===== config.mk =====
export PLATFORM = sky130hd
export DESIGN_NAME = div3_arbiter
export DESIGN_NICKNAME = d
export VERILOG_FILES = /design/src/rtl/div3_arbiter.sv
export SDC_FILE = /design/constraint.sdc
export NUM_CORES = 1
export LEC_CHECK = 0
export CORE_ASPECT_RATIO = 0.6
export CORE_MARGIN = 2
export CORE_UTILIZATION = 40
export CTS_BUF_LIST = sky130_fd_sc_hd__clkbuf_4 sky130_fd_sc_hd__clkbuf_8 sky130_fd_sc_hd__clkbuf_16
export CTS_CLUSTER_DIAMETER = 50
export CTS_CLUSTER_SIZE = 14
export DETAILED_ROUTE_END_ITERATION = 8
export PLACE_DENSITY = 0.81
export SETUP_SLACK_MARGIN = 0.15
export SLEW_MARGIN = 10
export SYNTH_ARGS = -nofsm -noshare
export SYNTH_HDL_FRONTEND = slang
export SYNTH_SLANG_ARGS = --single-unit

===== constraint.sdc =====
create_clock -name clk -period 4.6 [get_ports clk]
set_input_delay 1.15 -clock clk [delete_from_list [all_inputs] [get_ports clk]]
set_output_delay 1.15 -clock clk [all_outputs]
set_load 0.01 [all_outputs]

===== src/rtl/div3_arbiter.sv =====
// div3_arbiter: round-robin front end that shares one divide-by-3 datapath among NUM_REQ requesters.
// Results return in issue order, routed by an ID FIFO of requester indices.
//
// state | meaning
// RUN   | requests accepted while the ID FIFO has room
// DRAIN | no new requests; outstanding results still delivered
// DONE  | nothing outstanding; o_drain_done high until i_drain drops
module div3_arbiter #(
  parameter int NUM_REQ    = 4,
  parameter int DWIDTH     = 32,
  parameter int FIFO_DEPTH = 8
) (
  input  logic                          clk,
  input  logic                          rst,
  input  logic [NUM_REQ-1:0]            i_req_valid,
  input  logic [NUM_REQ*DWIDTH-1:0]     i_req_n,
  output logic [NUM_REQ-1:0]            o_req_ready,
  output logic [NUM_REQ-1:0]            o_rsp_valid,
  output logic [DWIDTH-1:0]             o_rsp_div3,
  input  logic                          i_drain,
  output logic                          o_drain_done,
  output logic [$clog2(FIFO_DEPTH):0]   o_inflight,
  output logic                          o_err,
  output logic [DWIDTH-1:0]             o_dut_n,
  output logic                          o_dut_n_valid,
  input  logic [DWIDTH-1:0]             i_dut_div3,
  input  logic                          i_dut_div3_valid
);

  localparam int IDW = (NUM_REQ > 1) ? $clog2(NUM_REQ) : 1;
  localparam int SW  = IDW + 1;
  localparam int AW  = (FIFO_DEPTH > 1) ? $clog2(FIFO_DEPTH) : 1;
  localparam int CW  = $clog2(FIFO_DEPTH) + 1;

  typedef enum logic [1:0] {RUN, DRAIN, DONE} state_t;

  state_t              state_q, state_d;
  logic [IDW-1:0]      ptr_q, ptr_d;
  logic [AW-1:0]       wr_q, wr_d;
  logic [AW-1:0]       rd_q, rd_d;
  logic [CW-1:0]       cnt_q, cnt_d;
  logic [IDW-1:0]      fifo_q [FIFO_DEPTH];
  logic                dut_valid_q;
  logic [DWIDTH-1:0]   dut_n_q;
  logic [NUM_REQ-1:0]  rsp_valid_q;
  logic [DWIDTH-1:0]   rsp_div3_q;
  logic                err_q;

  logic [NUM_REQ-1:0]  rot;
  logic [IDW-1:0]      off;
  logic                found;
  logic [SW-1:0]       gnt_sum;
  logic [IDW-1:0]      gnt_idx;
  logic [DWIDTH-1:0]   sel_n;
  logic                issue_ok;
  logic                handshake;
  logic                pop;
  logic                underflow;

  // Rotate the valids so bit 0 is the requester at ptr; the lowest set bit wins.
  always_comb begin
    rot   = NUM_REQ'({i_req_valid, i_req_valid} >> ptr_q);
    off   = '0;
    found = 1'b0;
    for (int i = NUM_REQ - 1; i >= 0; i--) begin
      if (rot[i]) begin
        found = 1'b1;
        off   = IDW'(i);
      end
    end
    gnt_sum = {1'b0, ptr_q} + {1'b0, off};
    if (gnt_sum >= SW'(NUM_REQ)) begin
      gnt_idx = IDW'(gnt_sum - SW'(NUM_REQ));
    end else begin
      gnt_idx = IDW'(gnt_sum);
    end
  end

  always_comb begin
    sel_n = '0;
    for (int i = 0; i < NUM_REQ; i++) begin
      if (gnt_idx == IDW'(i)) begin
        sel_n = i_req_n[i*DWIDTH +: DWIDTH];
      end
    end
  end

  assign issue_ok    = (state_q == RUN) && (cnt_q < CW'(FIFO_DEPTH));
  assign o_req_ready = (issue_ok && found) ? (NUM_REQ'(1) << gnt_idx) : '0;
  assign handshake   = |(i_req_valid & o_req_ready);
  assign pop         = i_dut_div3_valid && (cnt_q != '0);
  assign underflow   = i_dut_div3_valid && (cnt_q == '0);

  always_comb begin
    ptr_d = ptr_q;
    wr_d  = wr_q;
    rd_d  = rd_q;
    cnt_d = cnt_q;
    if (handshake) begin
      ptr_d = (gnt_idx == IDW'(NUM_REQ - 1)) ? '0 : gnt_idx + 1'b1;
      wr_d  = (wr_q == AW'(FIFO_DEPTH - 1)) ? '0 : wr_q + 1'b1;
    end
    if (pop) begin
      rd_d = (rd_q == AW'(FIFO_DEPTH - 1)) ? '0 : rd_q + 1'b1;
    end
    case ({handshake, pop})
      2'b10:   cnt_d = cnt_q + 1'b1;
      2'b01:   cnt_d = cnt_q - 1'b1;
      default: cnt_d = cnt_q;
    endcase
  end

  // A result arriving in the same cycle blocks DRAIN->DONE, even if it underflows.
  always_comb begin
    state_d = state_q;
    case (state_q)
      RUN:     if (i_drain) state_d = DRAIN;
      DRAIN: begin
        if (!i_drain) begin
          state_d = RUN;
        end else if ((cnt_q == '0) && !i_dut_div3_valid) begin
          state_d = DONE;
        end
      end
      DONE:    if (!i_drain) state_d = RUN;
      default: state_d = RUN;
    endcase
  end

  always_ff @(posedge clk or negedge rst) begin
    if (!rst) begin
      state_q     <= RUN;
      ptr_q       <= '0;
      wr_q        <= '0;
      rd_q        <= '0;
      cnt_q       <= '0;
      dut_valid_q <= 1'b0;
      dut_n_q     <= '0;
      rsp_valid_q <= '0;
      rsp_div3_q  <= '0;
      err_q       <= 1'b0;
    end else begin
      state_q     <= state_d;
      ptr_q       <= ptr_d;
      wr_q        <= wr_d;
      rd_q        <= rd_d;
      cnt_q       <= cnt_d;
      dut_valid_q <= handshake;
      if (handshake) begin
        dut_n_q <= sel_n;
      end
      rsp_valid_q <= pop ? (NUM_REQ'(1) << fifo_q[rd_q]) : '0;
      if (pop) begin
        rsp_div3_q <= i_dut_div3;
      end
      if (underflow) begin
        err_q <= 1'b1;
      end
    end
  end

  // Entries are only read after being written, so the storage needs no reset.
  always_ff @(posedge clk) begin
    if (handshake) begin
      fifo_q[wr_q] <= gnt_idx;
    end
  end

  assign o_rsp_valid   = rsp_valid_q;
  assign o_rsp_div3    = rsp_div3_q;
  assign o_drain_done  = (state_q == DONE);
  assign o_inflight    = cnt_q;
  assign o_err         = err_q;
  assign o_dut_n       = dut_n_q;
  assign o_dut_n_valid = dut_valid_q;

endmodule


==> impl_metrics.json, run 1 <==
{
  "synth_top_area_share_pct": 33.8,
  "synthCells": 683,
  "async_flop_share_pct": 84.0,
  "syn_nets": 863,
  "globalRouteTotalUtil_pct": 25.2,
  "min_period_ps": 4340,
  "path_max_fanout": 5,
  "cts_sinks": 100,
  "grt_overflow": 0,
  "start_util_pct": 40.7,
  "cts_buffers": 9,
  "vias_per_cell": 5.94,
  "placed_cells": 1105,
  "routedWlPerCell_um": 18.5,
  "antenna_found_initial": 0,
  "grt_pass1_vias": 6561,
  "drc": 0,
  "nNetsFinal": 1102,
  "worst_path_dominant_cell_family": "compound AO/OA/AOI/OAI gates",
  "row_count": 35,
  "num_io_pins": 247,
  "seq_area_frac_synth_pct": 41.5,
  "worstSetupPathType": "input pin to flip-flop",
  "synthTopCellsByCount": "nand2_1 (105), dfrtp_1 (84), nand4_1 (66), clkbuf_1 (65), inv_1 (39)",
  "place.gp.congestion": 0.894,
  "achievable-frequency_mhz": 230,
  "die_w_um": 165,
  "cp.arrival_ps": 4580,
  "first_pass_iters": 5,
  "crit_slowest_cell": "a222oi_1",
  "design_area_um2": 9490,
  "rrSetupSlack_ps": 720,
  "design.core.area_um2": 15300,
  "num_antenna_cells": 0,
  "htree_levels": 3,
  "drive_gt1_share_pct": 13.4,
  "synth-main-ff-cell": "dfrtp_1",
  "synth-edff-count": 16,
  "route.vias.total": 6707,
  "ys_ff_latch": 100,
  "instances_no_fill": 1130,
  "synth_cell_types": 51,
  "fin_crit_sh_pct": 94.4,
  "postCtsHoldBufs": 0,
  "hold_path_class": "flip-flop to flip-flop",
  "syn_area_um2": 6220,
  "finalWirelength_mm": 20.9,
  "place_area_um2": 9110,
  "grt_max_degree": 70,
  "synth_warnings": 0,
  "cts_tree": "yes",
  "die_area_um2": 16600,
  "cts_buffer_depth": 2,
  "area_growth_pct": 52.6,
  "setup_viol": 0,
  "required_ps": 4830,
  "hold_violations": 0,
  "slew_headroom_pct": 40.2,
  "leakage_nw": 3.75,
  "yosysTopAreaCell": "dfrtp_1",
  "yosysMostFrequentCell": "nand2_1",
  "rsz0062_at_grt": "false",
  "worst_slew_pin_slew_ps": 896,
  "grt_pass1_wl_mm": 33.2,
  "clk_pin_slew_ps": 80,
  "critPathMostFrequentCell": "a21oi_2",
  "postRouteAntennaNets": 0,
  "timing.hold.ws_ps": 460,
  "clkLatencyLatePin_ps": 340,
  "endpoint_kind": "flip-flop",
  "powerDensity_nw_per_um2": 766,
  "hpwl_mm": 14.6,
  "drtIter0Drc": 479,
  "maxSlewViolCount": 0,
  "setup-tns-final_ps": 0,
  "synth_area_leaders": "dfrtp_1 (34%), edfxtp_1 (7.7%), nand4_1 (6.6%)",
  "die_height_um": 101,
  "final.setup_skew_ps": 14.1,
  "critPathBufInv": 3,
  "critPathMaxStageDelay_ps": 360,
  "maxCapViolCount": 0,
  "status": "complete, no violations",
  "port_buffers": 246,
  "syn_area_per_cell_um2": 9.11,
  "irDropWorstVdd_mv": 0.650,
  "clockRootBuffer": "clkbuf_16",
  "worstPathCellList": "buf_2 -> nand2b_1 -> a21oi_2 -> nor2_1 -> a21oi_2 -> a21oi_2 -> ha_2 -> xnor2_4 -> xnor2_4 -> inv_2 -> ha_4 -> a222oi_1 -> nor2b_2 -> a211oi_4 -> ha_4 -> buf_4 -> ha_1 -> a21oi_2 -> xnor2_1 -> nor2_1 -> xor2_1",
  "cp-start-kind": "input pin"
}
[report_power, final]
group	switching [mW]	internal (mW)	total, mW
Combinational	2.78	2.24	5.02
Clock	0.356	0.375	0.732
Sequential	0.241	1.28	1.52
[layout make-up]
| class | instances | area (µm²) |
|---|---|---|
| Clock inverter | 7 | 56.3 |
| Fill cell | 1278 | 5790 |
| Sequential cell | 100 | 2580 |
| Clock buffer | 9 | 225 |
| Multi-Input combinational cell | 466 | 3340 |
| Inverter | 41 | 154 |
| Tap cell | 203 | 254 |
| Timing Repair Buffer | 304 | 2880 |
[cells in the final DEF, fill, tap and decap left out, drive strengths merged, types with 3 or more instances in the layout]
cell type      netlist  layout
ha                  11      11
a41oi               32      32
clkinv               1       3
edfxtp              16      16
o21ai                3       3
mux2i                4       4
a21oi               37      37
clkdlybuf4s50        0     237
dfrtp               84      84
nor3b                3       3
clkbuf              65      11
nor2b                5       5
nand2              105     105
nand4               66      66
nand3               34      34
nand2b               7       7
nor3                 6       6
xnor2                4       4
a21o                 4       4
nor4                 3       3
a2111oi             33      33
xor2                 3       3
a221oi              32      32
and2                 4       4
nor2                 9       9
inv                 40      44
buf                 11      61
nand3b              33      33
mux4                 4       4
mux2                 5       5
[stage by stage]
stage | setup slack [ps] | utilization, % | total power [mW]
after floorplan | -153 | - | 4.67
after global placement | -389 | 59.6 | 6.27
after detailed placement | -512 | 59.6 | 6.39
after CTS | 154 | 61.7 | 7.19
after global routing | 78.9 | 62.1 | 7.86
final | 258 | 62.1 | 7.27
[worst paths after layout]
kind | start | end | depth (start not counted)
min in group asynchronous | rst | o_dut_n[3] | 1
setup / recovery | i_req_valid[1] | o_inflight[3] | 21
max in group asynchronous | rst | o_dut_n[27] | 2
setup reg to reg | ptr_q[1] | o_inflight[3] | 20
hold / removal | o_err | o_err | 1
hold reg to reg | o_err | o_err | 1
[layer usage]
layer,vias to the layer above,track usage (%),part of all wire (%)
met2,349,39.9,45
met5,-,0,0
met4,0,6.89,1.2
li1,3071,-,-
met3,23,6.33,9.6
met1,3264,34.5,44
[state kept, by name, summed over array words and instances, names as in the netlist]
register       cells
o_dut_n           32
rd_q               3
o_dut_n_valid      1
o_rsp_valid        4
wr_q               3
fifo_q            16
state_q            2
o_rsp_div3        32
ptr_q              2
o_err              1
o_inflight         4
[kinds of logic (layout without fill, tap and decap cells)]
group           count (synthesis)  in the layout  share of synthesized area (%)
compound gates                150            150                           20.2
buf+inv                       117            361                           7.44
simple gates                  284            284                           24.1
xor+xnor                        7              7                          0.986
mux                            13             13                           3.24
flops                         100            100                           41.5
fa+ha+maj                      12             12                           2.53
[timing repair]
action,in CTS,in global routing
gates resized for setup,17,15
buffers inserted,5,4
pin swaps,10,10
setup endpoints to repair,7,10
[worst reg2reg max path: stages, from the launching register on]
cell	delay [ps]
dfrtp_1	420
nand2b_1	190
a21oi_2	170
nor2_1	70
a21oi_2	120
a21oi_2	90
ha_2	250
xnor2_4	250
xnor2_4	160
inv_2	80
ha_4	160
a222oi_1	360
nor2b_2	110
a211oi_4	280
ha_4	200
buf_4	100
ha_1	240
a21oi_2	180
xnor2_1	140
nor2_1	60
xor2_1	140
Power figures use the tool's default switching activity.
==> run 2: changes to the inputs <==
Settings changed: ABC_AREA from default to 1, DONT_BUFFER_PORTS from default to 1, PLACE_DENSITY 0.81 to 0.59.
==> impl_metrics.json, run 2 <==
{
  "worst_slew_pin_slew_ps": 916,
  "status": "complete, no violations",
  "cp.arrival_ps": 3060,
  "cp-start-kind": "input pin",
  "globalRouteTotalUtil_pct": 20.4,
  "most-common-layout-cells": "nand2_1 (303), nand3_1 (86), dfrtp_1 (84), o21ai_0 (47)",
  "drive_gt1_share_pct": 6.20,
  "synth-main-ff-cell": "dfrtp_1",
  "yosysTopAreaCell": "dfrtp_1",
  "irDropWorstVdd_mv": 0.455,
  "multiInputGateArea_um2": 2520,
  "route.vias.total": 4764,
  "rsz0062_at_grt": "false",
  "hpwl_mm": 10.9,
  "maxCapViolCount": 0,
  "mostFrequentLayoutCell": "nand2_1",
  "worstSetupPathType": "input pin to output port",
  "seq_area_frac_synth_pct": 47.6,
  "num_io_pins": 247,
  "hold_path_class": "input pin to async pin",
  "synth_cell_types": 30,
  "achievable-frequency_mhz": 237,
  "fill_cells": 1289,
  "postCtsHoldBufs": 0,
  "nNetsFinal": 869,
  "timing.hold.ws_ps": 500,
  "grt_pass1_wl_mm": 23.4,
  "setup-tns-final_ps": 0,
  "die_w_um": 154,
  "rrSetupSlack_ps": 850,
  "synthTopCellsByCount": "nand2_1 (303), nand3_1 (86), dfrtp_1 (84), o21ai_0 (47), nor2_1 (34)",
  "drtIter0Drc": 389,
  "min_period_ps": 4210,
  "powerDensity_nw_per_um2": 946,
  "synth_area_leaders": "dfrtp_1 (39%), nand2_1 (21%), edfxtp_1 (8.9%)",
  "cts_sinks": 100,
  "ys_ff_latch": 100,
  "htree_levels": 3,
  "clkLatencyLatePin_ps": 340,
  "port_buffers": 0,
  "synth_top_area_share_pct": 38.8,
  "synth-edff-count": 16,
  "yosysMostFrequentCell": "nand2_1",
  "synthCells": 711,
  "fin_crit_sh_pct": 91.6,
  "finalWirelength_mm": 14.9,
  "finish.utilization_pct": 44.8,
  "cts_setup_buffers": 0,
  "syn_nets": 891,
  "num_antenna_cells": 0,
  "cts_tree": "yes",
  "instances_no_fill": 864,
  "clockRootBuffer": "clkbuf_16",
  "grt_max_degree": 85,
  "die_area_um2": 14500,
  "cts_buffers": 9,
  "synth_warnings": 0,
  "start_util_pct": 41.5,
  "die_height_um": 94.2,
  "endpoint_kind": "output port",
  "final.setup_skew_ps": 8.58,
  "syn_area_um2": 5420,
  "clk_pin_slew_ps": 70,
  "async_flop_share_pct": 84.0,
  "path_max_fanout": 34,
  "cts_buffer_depth": 2,
  "design.core.area_um2": 13100,
  "area_growth_pct": 7.78,
  "placed_cells": 848,
  "required_ps": 3450,
  "syn_area_per_cell_um2": 7.63,
  "place.gp.congestion": 0.939,
  "grt_overflow": 0,
  "antenna_found_initial": 0,
  "drc": 0,
  "row_count": 32,
  "vias_per_cell": 5.51,
  "hold_violations": 0,
  "first_pass_iters": 5,
  "regArea_um2": 2580,
  "setup_viol": 0,
  "cts_resized": 0,
  "grt_pass1_vias": 4436,
  "place_area_um2": 5520,
  "postRouteAntennaNets": 0,
  "slew_headroom_pct": 38.9,
  "design_area_um2": 5840,
  "routedWlPerCell_um": 17.3,
  "leakage_nw": 2.89,
  "maxSlewViolCount": 0
}
run 2: cell types whose count changed after synthesis, moves of 32 or more:
cell,delta
nand3_1,+52
a22oi_1,+32
nand2_1,+198
a221oi_1,-32
o21ai_0,+44
nand4_1,-64
a21oi_1,-37
clkbuf_1,-39
a2111oi_0,-32
nand3b_1,-32
run 2: critical path, stage by stage:
cell      delay, ps
nand2_1          70
nand3_1         100
nand2_1         100
nand3_1          90
a21boi_1        170
ha_1            190
xor2_1          180
nand3b_1        150
nand2_2          90
inv_1            90
ha_1            220
buf_12          200
inv_1            60
nor2_1          200
run 2: area by class of cell:
type,instances,area share [%]
Tap cell,170,3.64
Inverter,29,1.86
Clock buffer,10,4.28
Timing Repair Buffer,12,1.76
Clock inverter,6,1.07
Sequential cell,100,44.2
Multi-Input combinational cell,537,43.2
run 2: power breakdown:
part           total [mW]  leakage (nW)  internal [mW]  switching [mW]
sequential           1.60          1.20           1.24           0.361
clock               0.771         0.153          0.414           0.357
combinational        3.16          1.54           1.05            2.11
run 2: per-layer routing:
metal  GRT usage, %  vias up  part of all wire [%]
met5              0        -                     0
met4           4.40        0                  0.86
met3           5.58       18                   8.6
met2           32.7      207                    46
met1           27.9     2260                    45
li1               -     2279                     -
run 2: final timing paths:
path | from | to | depth (start not counted)
min in group clk | o_err | o_err | 1
worst max register to register | ptr_q[1] | o_inflight[3] | 25
worst min register to register | o_err | o_err | 1
max in group asynchronous | rst | ptr_q[1] | 0
worst max-delay path | i_req_valid[3] | o_req_ready[1] | 14
worst min-delay path | rst | o_dut_n[0] | 0
run 2: kinds of logic after synthesis:
family	count (synthesis)	synth area share, %
xor+xnor	4	0.646
flops	100	47.6
buf+inv	74	6.28
fa+ha+maj	12	2.91
compound gates	87	9.76
simple gates	434	32.8
run 2: per-stage QoR:
stage / total power [mW] / setup WS [ps]
after floorplan: 4.03 / 160
after global routing: 6.09 / 173
after global placement: 4.60 / 387
after CTS: 5.51 / 279
after detailed placement: 4.72 / 301
final: 5.53 / 385
==> run 3: changes to the inputs <==
Settings changed: TNS_END_PERCENT from default to 100.
==> results of run 3 <==
The final DEF is identical to that of run 2; final timing and power are the same.
